[src/rtl/timer_pkg.sv]
// timer_pkg: timer bus address map, mode type and sequencer states
package timer_pkg;
  localparam logic [1:0] ADDR_CNT0 = 2'b00;
  localparam logic [1:0] ADDR_CNT1 = 2'b01;
  localparam logic [1:0] ADDR_NOP  = 2'b10;
  localparam logic [1:0] ADDR_CTRL = 2'b11;
  typedef logic [2:0] timer_mode_t;
  typedef enum logic [2:0] {IDLE, GATE_OFF, CTRL, DATA, WAIT, GATE_ON} seq_state_t;
endpackage

[src/rtl/timer_prog_sequencer.sv]
// timer_prog_sequencer: serialises one program command into gated nibble writes on the timer bus
module timer_prog_sequencer import timer_pkg::*; #(
  parameter int COUNT_W = 8,
  parameter int GAP     = 0
) (
  input  logic               clk,
  input  logic               rst,
  input  logic               cmd_valid,
  output logic               cmd_ready,
  input  logic               cmd_sel,
  input  timer_mode_t        cmd_mode,
  input  logic [COUNT_W-1:0] cmd_count,
  input  logic               cmd_gate,
  output logic [3:0]         d,
  output logic [1:0]         a,
  output logic               g0,
  output logic               g1,
  output logic               busy,
  output logic               done
);
  localparam int NIB = COUNT_W / 4;
  localparam logic [2:0] NIB_L = 3'(NIB);
  localparam logic [2:0] GAP_L = 3'(GAP - 1);
  if (COUNT_W % 4 != 0 || COUNT_W < 4 || COUNT_W > 16) begin : g_bad_cw
    $error("COUNT_W must be a multiple of 4 in 4..16");
  end
  if (GAP < 0 || GAP > 7) begin : g_bad_gap
    $error("GAP must be in 0..7");
  end
  seq_state_t state, nxt, ret, ret_n;
  logic [2:0] idx, idx_n, gcnt, gcnt_n;
  logic sel_q, gate_q;
  timer_mode_t mode_q;
  logic [COUNT_W-1:0] cnt_q, sh;
  logic [1:0] a_n;
  logic [3:0] d_n;
  assign cmd_ready = state == IDLE;
  // Next state plus the bus values of the state being entered, so outputs register in step with state
  always_comb begin
    nxt = state;
    ret_n = ret;
    idx_n = idx;
    gcnt_n = gcnt;
    case (state)
      IDLE: begin
        nxt = cmd_valid ? GATE_OFF : IDLE;
        idx_n = '0;
      end
      GATE_OFF: nxt = CTRL;
      CTRL: begin
        ret_n = DATA;
        nxt = GAP > 0 ? WAIT : DATA;
      end
      DATA: begin
        ret_n = idx == NIB_L ? GATE_ON : DATA;
        nxt = GAP > 0 ? WAIT : ret_n;
      end
      WAIT: begin
        nxt = gcnt == GAP_L ? ret : WAIT;
        gcnt_n = gcnt == GAP_L ? 3'd0 : gcnt + 3'd1;
      end
      GATE_ON: nxt = IDLE;
      default: nxt = IDLE;
    endcase
    idx_n = nxt == DATA ? idx + 3'd1 : idx_n;
    sh = cnt_q >> {idx, 2'b00};
    a_n = nxt == CTRL ? ADDR_CTRL : nxt == DATA ? (sel_q ? ADDR_CNT1 : ADDR_CNT0) : ADDR_NOP;
    d_n = nxt == CTRL ? {sel_q, mode_q} : nxt == DATA ? sh[3:0] : 4'h0;
  end
  // State, command latch and registered bus/gate outputs; gates change only for the selected counter
  always_ff @(posedge clk) begin
    if (rst) begin
      state <= IDLE;
      ret <= IDLE;
      idx <= '0;
      gcnt <= '0;
      sel_q <= 1'b0;
      gate_q <= 1'b0;
      mode_q <= '0;
      cnt_q <= '0;
      a <= ADDR_NOP;
      d <= 4'h0;
      g0 <= 1'b0;
      g1 <= 1'b0;
      busy <= 1'b0;
      done <= 1'b0;
    end else begin
      state <= nxt;
      ret <= ret_n;
      idx <= idx_n;
      gcnt <= gcnt_n;
      sel_q <= cmd_ready && cmd_valid ? cmd_sel : sel_q;
      gate_q <= cmd_ready && cmd_valid ? cmd_gate : gate_q;
      mode_q <= cmd_ready && cmd_valid ? cmd_mode : mode_q;
      cnt_q <= cmd_ready && cmd_valid ? cmd_count : cnt_q;
      a <= a_n;
      d <= d_n;
      g0 <= nxt == GATE_OFF && !cmd_sel ? 1'b0 : nxt == GATE_ON && !sel_q ? gate_q : g0;
      g1 <= nxt == GATE_OFF && cmd_sel ? 1'b0 : nxt == GATE_ON && sel_q ? gate_q : g1;
      busy <= nxt != IDLE;
      done <= nxt == GATE_ON;
    end
  end
endmodule
[config.mk]
export PLATFORM = sky130hd
export DESIGN_NAME = timer_prog_sequencer
export DESIGN_NICKNAME = d
export VERILOG_FILES = /design/src/rtl/timer_pkg.sv /design/src/rtl/timer_prog_sequencer.sv
export SDC_FILE = /design/constraint.sdc
export NUM_CORES = 1
export LEC_CHECK = 0
export ABC_AREA = 1
export ABC_CLOCK_PERIOD_IN_PS = 1800
export CAP_MARGIN = 20
export CORE_AREA = 2 2 83 85
export CTS_CLUSTER_DIAMETER = 150
export DETAILED_ROUTE_END_ITERATION = 16
export DIE_AREA = 0 0 85 87
export PLACE_DENSITY = 0.47
export SLEW_MARGIN = 0
export SYNTH_ARGS = -nofsm -noshare
export SYNTH_HDL_FRONTEND = slang
export SYNTH_SLANG_ARGS = --single-unit
export TNS_END_PERCENT = 1
[constraint.sdc]
create_clock -name clk -period 1.8 [get_ports clk]
set_clock_uncertainty 0.05 [all_clocks]
set_input_delay 0.45 -clock clk [delete_from_list [all_inputs] [get_ports clk]]
set_output_delay 0.45 -clock clk [all_outputs]
set_load 0.05 [all_outputs]
# --- Yosys cells after proc, flatten, opt, wreduce, memory -nomap -nowiden ---
# Index checks and enable logic that the tools add are counted.
word_totals:
  ff_bits: 35
  input_bits: 16
op_classes:
  n_addsub: 2
  eq_ne: 10
  n_shift: 1
  muxes: 13
  bitwise_logic: 1
  n_reduce_logical: 14
op_table:
  columns: ["operator", "count"]
  rows:
  - ["3-bit by 2-bit == test with 1-bit output, second input constant", 5]
  - ["3-bit two-way mux", 5]
  - ["3-bit one-hot mux with 5 select lines", 1]
  - ["3-bit == test, second input constant", 3]
  - ["4-bit two-way mux", 2]
  - ["8-bit by 5-bit right shift with 4-bit output", 1]
  - ["3-bit by 1-bit adder with 3-bit output, second input constant", 2]
  - ["3-bit by 1-bit == test with 1-bit output, second input constant", 2]
  - ["3-bit one-hot mux with 2 select lines", 1]
  - ["1-bit logical AND", 5]
  - ["1-bit two-way mux", 4]
  - ["2-bit nonzero test", 2]
  - ["2-bit OR reduction", 2]
  - ["3-bit zero test", 1]
  - ["3-bit nonzero test", 1]
  - ["3-bit OR reduction", 1]
  - ["1-bit zero test", 2]
  - ["1-bit NOT", 1]

# --- Logic depth before layout (Yosys ltp) ---
logic_depth:
  depth_word: 6
  depth_mapped: 11

# --- Worst setup path after synthesis ---
# OpenSTA, ideal clock, no wires.
synth_timing:
  path_kind: "reg-to-reg"
  startpoint: "register gcnt[0]"
  endpoint: "register d[3]"
  t_arrival_ns: 1.492
  t_required_ns: 1.680
  setup_slack_ns: 0.187
  path_stages_with_launch: 11
  period_less_slack_ns: 1.613
  cell_sequence: "dfxtp_1 -> ha_1 -> ha_1 -> inv_1 -> or2_1 -> nand2_1 -> nand2_2 -> nor2_2 -> buf_6 -> nand3_1 -> a21oi_1"
synth_via:
  elab_chain_len: 6
synth_lines:
  columns: ["element", "line", "text"]
  rows:
  - ["from (decl)", "timer_prog_sequencer.sv:31", "logic [2:0] idx, idx_n, gcnt, gcnt_n;"]
  - ["from (signal assigned)", "timer_prog_sequencer.sv:91", "gcnt <= gcnt_n;"]
  - ["3-bit == test (*)", "timer_prog_sequencer.sv:59", "nxt = gcnt == GAP_L ? ret : WAIT;"]
  - ["3-bit two-way mux (*)", "timer_prog_sequencer.sv:59", null]
  - ["3-bit one-hot mux with 5 select lines (*)", "timer_prog_sequencer.sv:44", "case (state)"]
  - ["3-bit by 2-bit == test with 1-bit output", "timer_prog_sequencer.sv:68", "d_n = nxt == CTRL ? {sel_q, mode_q} : nxt == DATA ? sh[3:0] : 4'h0;"]
  - ["4-bit two-way mux", "timer_prog_sequencer.sv:68", null]
  - ["4-bit two-way mux (*)", "timer_prog_sequencer.sv:68", null]
  - ["to (signal assigned)", "timer_prog_sequencer.sv:97", "d <= d_n;"]
  - ["to (decl)", "timer_prog_sequencer.sv:14", "output logic [3:0] d,"]
# Mark *: on every way between the ends. The rest lies on a longest branch, timed or not.
# A chain may end at the register's enable or synchronous reset.

# --- Worst setup path in the final report ---
layout_timing:
  startpoint: "register state[1]"
  endpoint: "output cmd_ready"
layout_via:
  elab_chain_len: 1
layout_lines:
  columns: ["element", "line", "text"]
  rows:
  - ["from (decl)", "timer_prog_sequencer.sv:30", "seq_state_t state, nxt, ret, ret_n;"]
  - ["from (signal assigned)", "timer_prog_sequencer.sv:88", "state <= nxt;"]
  - ["3-bit zero test", "timer_prog_sequencer.sv:37", "assign cmd_ready = state == IDLE;"]
  - ["to (decl)", "timer_prog_sequencer.sv:9", "output logic cmd_ready,"]
# Every way passes these cells.

==> impl_results.md <==
- Leak Pwr: 0.902 nW
- Peak VDD IR: 0.444 mV
- Total clock sinks: 35
- Setup TNS: 0 ns
- Worst slew margin: 74.1%
- Run status: finished, final reports clean
- Final setup viols: 0
- Core Util, Final: 33.1%
- Vias per cell: 4.41
- CTS tree: built
- Post-synthesis cell count: 204
- IO Pins: 27
- Nets: 268
- GR met1 Demand/Resource: 13.6%
- Clk slew on worst S/H paths: 0.07 ns
- Root buffer cell: clkbuf_8
- Area added between synthesis and finish: 38.1%
- RSZ-0062 raised after global routing: yes
- Crit end category: output pin
- FMAX: 568 MHz
- Combinational Power Share: 25.9%
- Adder-cell share of the synthesized area: 3.18%
- GRT met3 Usage: 2.94%
- Largest family of logic cells by synthesized area: simple AND/OR/NAND/NOR gates
- Post-DP HPWL: 3030 µm
- Syn nets: 224
- Yosys warnings: 0
- Core box area: 0.00657 mm²
- Netlist cell types: 27
- Initial drt markers: 40
- Synth Area in Simple Gates: 32.1%
- Layout Cells excl Fill: 329
- Worst hold stages: 2
- GRT Total Usage: 11.7%
- Rows: 30
- TritonCTS buffer count: 5
- Dpl cells: 319
- Layout cells sized above 1: 23.7%
- Pins Over Slew Limit: 0
- Internal: 0.00151 W
- Sequential power share: 39.9%
- Startpoint types: flip-flop
- Area of the multi-input gates: 803 µm²
- Critical path arrival: 1.26 ns
- Syn avg cell area: 7.71 µm²
- Synth Area in Compound Gates: 13.1%
- Overall Power: 0.00219 W
- Reg area: 707 µm²
- Initial antenna violation count: 0
- Max-cap violations: 0
- Clock share of power: 34.3%
- DR WL/cell: 12.2 µm
- First-pass GRT wire length: 6700 µm
- XOR/XNOR share of the synthesized area: 0.557%
- Max H-tree Level: 2
- Setup Crit Path Kind: reg2out
- Antenna cells: 0
- Seq cells post-synth: 35
- P_sw: 0.000675 W
- Vias in the first global route: 1411
- R2r worst-path depth: 10
- Busiest grt layer: met2
- GRT overflow: 0
- Routability Congestion: 0.801
- Die H: 87 µm
- Drt first pass iters: 4
- Port bufs: 26
- DIE WIDTH: 85 µm
- Fill count: 721
- Switching part of the total: 30.9%
- Maximum fanout along the worst path: 6
- Hold Path Class: reg2reg
- CP required: 1.30 ns
- Most frequent cells in the layout: nand2_1, nand3_1, dfxtp_1, a21oi_1, buf_4
- Multiplexer share of the synthesized area: 0%
- Worst Max-Slew Pin Slew: 0.387 ns
- Final period util: 97.8%
- Register area share after synthesis: 44.6%
- Starting Density: 23.9%
- Cell Pwr Density: 1010 mW/mm²
- Routing usage on met2: 20.6%
- Fin crit period: 1.76 ns
- Hold_ws: 0.410 ns
- Vias: 1450
- Cell Area, Synth: 0.00157 mm²
- Pin count of the biggest net entering global routing: 13
- Commonest non-fill, non-tap cell in the layout: nand2_1
- Worst-skew pair later-pin latency: 0.29 ns
- DR DRC count: 0
- Final Hold Fails: 0
- Wire length after detailed routing: 4030 µm
- Remaining antenna violation count: 0
- Die area: 0.00740 mm²
- Clk buf depth: 2
- Hold buffer count at CTS: 0
metrics by stage:
step	area, µm²	setup slack [ns]
after floorplan	1570	0.187
after global placement	2000	-0.00241
after detailed placement	2000	-0.0308
after CTS	2130	0.0131
after global routing	2170	-0.0614
final	2170	0.0392
synth_stat cells:
master	count	share of area (%)
clkbuf_1	4	0.95
ha_1	4	3.2
nand3_4	1	1.1
o21ai_0	4	1.3
nor2_2	3	1.2
dfxtp_1	35	45
buf_4	1	0.48
inv_1	15	3.6
buf_1	1	0.24
a31oi_1	1	0.40
buf_6	1	0.72
or2_1	1	0.40
nand3_1	32	10
nor3_1	4	1.3
o21ai_1	1	0.32
inv_2	2	0.48
nand2_2	4	1.6
a21oi_1	33	11
nor2_4	3	2.1
nor4_1	1	0.40
nor2_1	10	2.4
nand2_1	33	7.9
nand3_2	1	0.64
o211a_1	1	0.64
nand3b_1	2	0.95
nand4_1	5	2.0
xor2_1	1	0.56
final cells by class:
class                      count  share of cell area [%]
clock buffer                   6                    3.80
clock inverter                 2                    1.61
inverter                      17                    2.94
multi-input combinational    145                    37.0
sequential                    35                    32.5
tap                           80                    4.61
timing repair buffer          44                    17.5
what timing repair did:
item	CTS	global route
pin swaps	1	1
gates resized for setup	1	10
buffers inserted	2	0
setup endpoints to repair	1	12
cloned	0	0
state kept, by name (all words and copies together), names as in the netlist, 2 cells and up:
signal	count
idx	3
d	4
state	3
gcnt	3
a	2
cnt_q	8
ret	3
mode_q	3
power by group through the flow:
stage	sequential [W]	clock, W	combinational, W
2_1_floorplan	0.000934	0	0.000292
3_3_place_gp	0.000892	0	0.000548
3_5_place_dp	0.000891	0	0.000553
4_1_cts	0.000875	0.000770	0.000573
5_1_grt	0.000882	0.000806	0.000623
6_report	0.000872	0.000750	0.000566
cell families after synthesis:
family	count (synthesis)
AND/OR/NAND/NOR	100
buffers and inverters	24
AO/OA/AOI/OAI	40
XOR/XNOR	1
flip-flops	35
adder cells (fa/ha/maj)	4
critical path, stage by stage (launching register included):
cell     delay, ns
dfxtp_2       0.37
nor2_4        0.12
inv_1         0.06
nor2_1        0.12
buf_4         0.16
buf_12        0.13
worst paths after layout:
kind / startpoint / to / slack, ns
worst max-delay path: state[1]$_SDFF_PP0_ / cmd_ready / 0.04
worst max register to register: gcnt[0]$_SDFFE_PP0N_ / idx[1]$_SDFFE_PP0P_ / 0.12
worst min register to register: ret[2]$_SDFFE_PP0P_ / ret[2]$_SDFFE_PP0P_ / 0.41
worst min-delay path: ret[2]$_SDFFE_PP0P_ / ret[2]$_SDFFE_PP0P_ / 0.41
layer usage:
metal | vias to the layer above | routed length (µm)
met2 | 19 | 2100
met4 | 0 | 52
li1 | 773 | -
met3 | 5 | 127
met1 | 653 | 1750
met5 | - | 0
(Power assumes the default switching activity.)
